[src/rtl/gen_async_fifo_rd_ctrl_pkg.sv]
// Shared constants for the async FIFO read-side controller.
package gen_async_fifo_rd_ctrl_pkg;

   localparam int DEF_ADDR_WIDTH = 4;
   localparam int DEF_AE_THRESH  = 2;
   localparam int PTR_WIDTH      = DEF_ADDR_WIDTH + 1;

endpackage

[src/rtl/gen_gray2bin.sv]
// Combinational Gray-to-binary converter: each binary bit is the XOR of
// all Gray bits at and above it.
module gen_gray2bin #(
   parameter int ADDR_WIDTH = 4
) (
   input  logic [ADDR_WIDTH:0] gray,
   output logic [ADDR_WIDTH:0] bin
);

   always_comb begin
      bin = '0;
      for (int i = 0; i <= ADDR_WIDTH; i++) begin
         bin[i] = ^(gray >> i);
      end
   end

endmodule

[src/rtl/gen_async_fifo_rd_ctrl.sv]
// Read-domain controller for an async FIFO: write-pointer synchronizer, read
// pointers and empty flag. GEN_FIFO_RD_LEVEL_EN adds rd_level/almost_empty.
module gen_async_fifo_rd_ctrl
   import gen_async_fifo_rd_ctrl_pkg::*;
#(
   parameter int ADDR_WIDTH = DEF_ADDR_WIDTH,
   parameter int AE_THRESH  = DEF_AE_THRESH
) (
   input  logic                  clk,
   input  logic                  reset,
   input  logic [ADDR_WIDTH:0]   wr_gptr_async,
   input  logic                  rd_en,
   output logic [ADDR_WIDTH-1:0] rd_addr,
   output logic [ADDR_WIDTH:0]   rd_gptr,
   output logic                  empty,
`ifdef GEN_FIFO_RD_LEVEL_EN
   output logic [ADDR_WIDTH:0]   rd_level,
   output logic                  almost_empty,
`endif
   output logic                  rd_underflow
);

   logic [ADDR_WIDTH:0] sync1;
   logic [ADDR_WIDTH:0] sync2;
   logic [ADDR_WIDTH:0] rd_bin;
   logic [ADDR_WIDTH:0] rd_bin_next;
   logic [ADDR_WIDTH:0] rd_gray_next;
   logic                rd_ok;

   assign rd_ok        = rd_en && !empty;
   assign rd_bin_next  = rd_bin + {{ADDR_WIDTH{1'b0}}, rd_ok};
   assign rd_gray_next = (rd_bin_next >> 1) ^ rd_bin_next;
   assign rd_addr      = rd_bin[ADDR_WIDTH-1:0];

   // Plain two-flop chain; nothing may sit between the stages.
   always_ff @(posedge clk) begin
      if (reset) begin
         sync1 <= '0;
         sync2 <= '0;
      end else begin
         sync1 <= wr_gptr_async;
         sync2 <= sync1;
      end
   end

   always_ff @(posedge clk) begin
      if (reset) begin
         rd_bin       <= '0;
         rd_gptr      <= '0;
         empty        <= 1'b1;
         rd_underflow <= 1'b0;
      end else begin
         rd_bin       <= rd_bin_next;
         rd_gptr      <= rd_gray_next;
         empty        <= (rd_gray_next == sync2);
         rd_underflow <= rd_en && empty;
      end
   end

`ifdef GEN_FIFO_RD_LEVEL_EN
   localparam logic [ADDR_WIDTH:0] AE_LIMIT = AE_THRESH[ADDR_WIDTH:0];

   logic [ADDR_WIDTH:0] wr_bin_sync;
   logic [ADDR_WIDTH:0] level_next;

   gen_gray2bin #(
      .ADDR_WIDTH (ADDR_WIDTH)
   ) u_gray2bin (
      .gray (sync2),
      .bin  (wr_bin_sync)
   );

   // Modulo subtraction handles the wrap of either pointer.
   assign level_next = wr_bin_sync - rd_bin_next;

   always_ff @(posedge clk) begin
      if (reset) begin
         rd_level     <= '0;
         almost_empty <= 1'b1;
      end else begin
         rd_level     <= level_next;
         almost_empty <= (level_next <= AE_LIMIT);
      end
   end
`endif

endmodule

[config.mk]
export PLATFORM = sky130hd
export DESIGN_NAME = gen_async_fifo_rd_ctrl
export DESIGN_NICKNAME = d
export VERILOG_FILES = /design/src/rtl/gen_async_fifo_rd_ctrl_pkg.sv /design/src/rtl/gen_gray2bin.sv /design/src/rtl/gen_async_fifo_rd_ctrl.sv
export SDC_FILE = /design/constraint.sdc
export NUM_CORES = 1
export LEC_CHECK = 0
export CELL_PAD_IN_SITES_DETAIL_PLACEMENT = 1
export CELL_PAD_IN_SITES_GLOBAL_PLACEMENT = 1
export CORE_MARGIN = 5
export CORE_UTILIZATION = 32
export CTS_BUF_LIST = sky130_fd_sc_hd__clkbuf_8 sky130_fd_sc_hd__clkbuf_16
export DETAILED_ROUTE_END_ITERATION = 6
export PLACE_DENSITY = 0.75
export SLEW_MARGIN = 15
export SYNTH_ARGS = -nofsm -noshare
export SYNTH_HDL_FRONTEND = slang
export SYNTH_SLANG_ARGS = --single-unit
export TNS_END_PERCENT = 30
[constraint.sdc]
create_clock -name clk -period 1.9 [get_ports clk]
set_input_delay 0.475 -clock clk [delete_from_list [all_inputs] [get_ports clk]]
set_output_delay 0.475 -clock clk [all_outputs]
set_load 0.005 [all_outputs]
==> results of run 1 <==
-- repair_timing --
action	CTS	global route
resized for setup	9	1
pin swaps	3	1
setup endpoints to repair	5	1
-- metal layers --
metal / vias up / global-route usage [%]
met5: - / 0
met4: 0 / 7.77
met3: 4 / 2.83
met2: 16 / 20.8
met1: 277 / 11.9
li1: 284 / -
-- cells in the final DEF, fill, tap and decap left out, drive strengths merged --
master	synthesis	routed
buf	0	7
dlygate4sd2	0	1
a22oi	1	1
clkdlybuf4s50	0	17
xor2	7	7
xnor2	7	7
clkbuf	2	3
nand3	2	2
dfxtp	21	21
o21ai	1	1
nor2	8	8
nand2	5	5
inv	1	2
a41o	1	1
nor2b	15	15
o31ai	1	1
ha	2	2
-- logic make-up (layout without fill, tap and decap cells) --
family	count (synthesis)	after routing	synth area share [%]
simple gates	30	30	20.2
flops	21	21	54.6
xor+xnor	14	14	15.9
compound gates	4	4	4.55
buf+inv	3	30	1.46
fa+ha+maj	2	2	3.25
-- state kept, by name (all words and copies together), names as in the netlist --
register,cells
sync1,5
rd_gptr,5
rd_bin,4
sync2,5
rd_underflow,1
empty,1
-- worst max path at each step --
| stage | start | to | slack [ns] | cells after the start |
|---|---|---|---|---|
| global placement | rd_en | empty | -0.46 | 9 |
| finish | rd_en | empty | 0.07 | 8 |
| CTS | rd_en | empty | 0.1 | 8 |
| floorplan | rd_en | empty | 0.07 | 8 |
| detailed placement | rd_en | empty | -0.63 | 9 |
| global route | rd_en | empty | -0.02 | 8 |
-- area by class of cell --
class	instances	area (µm²)	area share, %
flip-flops and latches	21	420	37.5
multi-input cells	50	385	34.4
repair buffers	25	231	20.6
clock buffers	3	41.3	3.68
well taps	28	35.0	3.12
clock inverters	1	3.75	0.335
inverters	1	3.75	0.335
-- where the power goes --
| part | total (mW) | switching, mW | internal [mW] |
|---|---|---|---|
| sequential | 0.474 | 0.0125 | 0.461 |
| combinational | 0.112 | 0.0409 | 0.0709 |
| clock | 0.289 | 0.145 | 0.144 |
| total | 0.875 | 0.199 | 0.676 |
-- stage by stage --
step           setup slack (ns)  hold WS (ns)  utilization, %  setup TNS (ns)
3_5_place_dp             -0.632         0.434            45.7           -2.61
5_1_grt                 -0.0161         0.461            49.7         -0.0161
4_1_cts                  0.0999         0.453            49.4               0
3_3_place_gp             -0.458         0.419            45.7           -1.88
2_1_floorplan            0.0679         0.414               -               0
6_report                 0.0670         0.444            49.7               0
-- worst max-delay path, cell delays in order --
cell and delay (ns):
dlygate4sd2_1 0.25, nor2b_4 0.14, ha_4 0.17, ha_4 0.17, xnor2_1 0.26, xnor2_2 0.13, xor2_1 0.16, a41o_1 0.23
==> metrics.md, run 1 <==
| Metric | Value |
|---|---|
| Status | `completed` |
| Synth area leader | `dfxtp_1` |
| Pwr/cell area | `780 nW/µm²` |
| Area contributors post-synth | `dfxtp_1 55%, nor2b_1 11%, xnor2_1 8.0%` |
| CP Max Fanout | `4` |
| Worst-margin pin slew | `0.338 ns` |
| Final Instance Area | `1120 µm²` |
| Min-delay src | `sync1[1]` |
| Final setup violation count | `0` |
| Fill cell count | `271` |
| Critical Path End Type | `flip-flop` |
| Final cycle utilization of the critical path | `96.5%` |
| Min Tclk post-route | `1.83 ns` |
| Max clock buf depth | `2` |
| Highest Signal Layer | `met4` |
| CTS H-tree depth | `1` |
| Num rows | `17` |
| Hold Crit Class | `flip-flop to flip-flop` |
| CP required | `2.06 ns` |
| Initial Util | `34.1%` |
| Vias in the first global route | `647` |
| Largest net degree at the start of global routing | `12` |
| Dpl cell area | `1030 µm²` |
| Final Hold Fails | `0` |
| Met2 WL | `934 µm` |
| Core Box Area | `2250 µm²` |
| Slew Limit Headroom | `77.4%` |
| Critical path type | `input pin to flip-flop` |
| Worst R2R Setup Slack | `0.19 ns` |
| Share of the synthesized area in the top cell type | `54.6%` |
| Synth Flop Type | `dfxtp_1` |
| CTS Buf Count | `3` |
| Metal3 WL | `88 µm` |
| Worst-path clk slew | `0.08 ns` |
| Hold depth | `1` |
| Startpoint Class | `input pin` |
| DRC Markers | `0` |
| N_diodes | `0` |
| RR Startpoint | `empty` |
| Post-synth ARST share | `0%` |
| Die X | `59.0 µm` |
| CP arrival | `1.99 ns` |
| Slew Limit Fails | `0` |
| Mapped Nets | `84` |
| TritonCTS clock tree | `built` |
| Post-synthesis sequential area ratio | `54.6%` |
| First-pass GRT wire length | `2900 µm` |
| Setup bufs post-CTS | `0` |
| DIE HEIGHT | `59.0 µm` |
| Clock sinks | `21` |
| Port buffer count | `18` |
| Root buf cell | `clkbuf_8` |
| Post-synthesis cell area | `769 µm²` |
| Clk Latency, worst-skew pair | `0.26 ns` |
| # hold bufs at CTS | `0` |
| ANT nets after route | `0` |
| I/O pin cnt | `19` |
| Wl on met1 | `685 µm` |
| Reg2Reg Depth | `7` |
| First-pass iteration count of the detailed router | `2` |
| GR Util All Layers | `11.7%` |
| Layout overhead on the synthesized area | `45.7%` |
| Post-DP HPWL | `1280 µm` |
| Initial DRC count | `1` |
| Initial antenna violation count | `0` |
| Post-synth top cells | `21 x dfxtp_1, 14 x nor2b_1, 8 x nor2_1, 7 x xnor2_1, 7 x xor2_1` |
| Worst vdd rail ir drop | `360 µV` |
| Ys Warns | `0` |
| Reg-to-reg endpoint | `empty` |
| Final #Nets | `112` |
| Most frequent cell after synthesis | `dfxtp_1` |
| Distinct cells, synth | `15` |
| Leakage dissipation | `0.447 nW` |
| Post-DR wirelength/cell | `13.5 µm` |
| Post-Layout Cell Count | `129` |
| Syn Area/Cell | `10.4 µm²` |
| Mapped Cells | `74` |
| Vias | `581` |
| Cell total after placement | `125` |
| Max Cap Violations | `0` |
| Worst Skew | `0.000835 ns` |
| Vias per cell | `4.50` |
| GRT overflow | `0` |
| Final Power | `0.875 mW` |
| Max Fclk | `0.546 GHz` |
| Number of flops mapped to enable cells by yosys | `0` |
| Share of post-route cells with drive strength above 1 | `18.8%` |
| Placer Congestion | `0.678` |
| Number of synthesized register bits | `21` |
| Die ar. | `3490 µm²` |
| Final WL | `1750 µm` |
| Hold EP | `sync2[1]` |
Power figures use the tool's default switching activity.
==> inputs of run 2 (changes only) <==
--- a/config.mk
+++ b/config.mk
@@ -16,4 +16,3 @@
 export SYNTH_ARGS = -nofsm -noshare
 export SYNTH_HDL_FRONTEND = slang
 export SYNTH_SLANG_ARGS = --single-unit
-export TNS_END_PERCENT = 30
==> results of run 2 <==
Same layout as run 1: the final DEF is identical, and so are final timing and power.
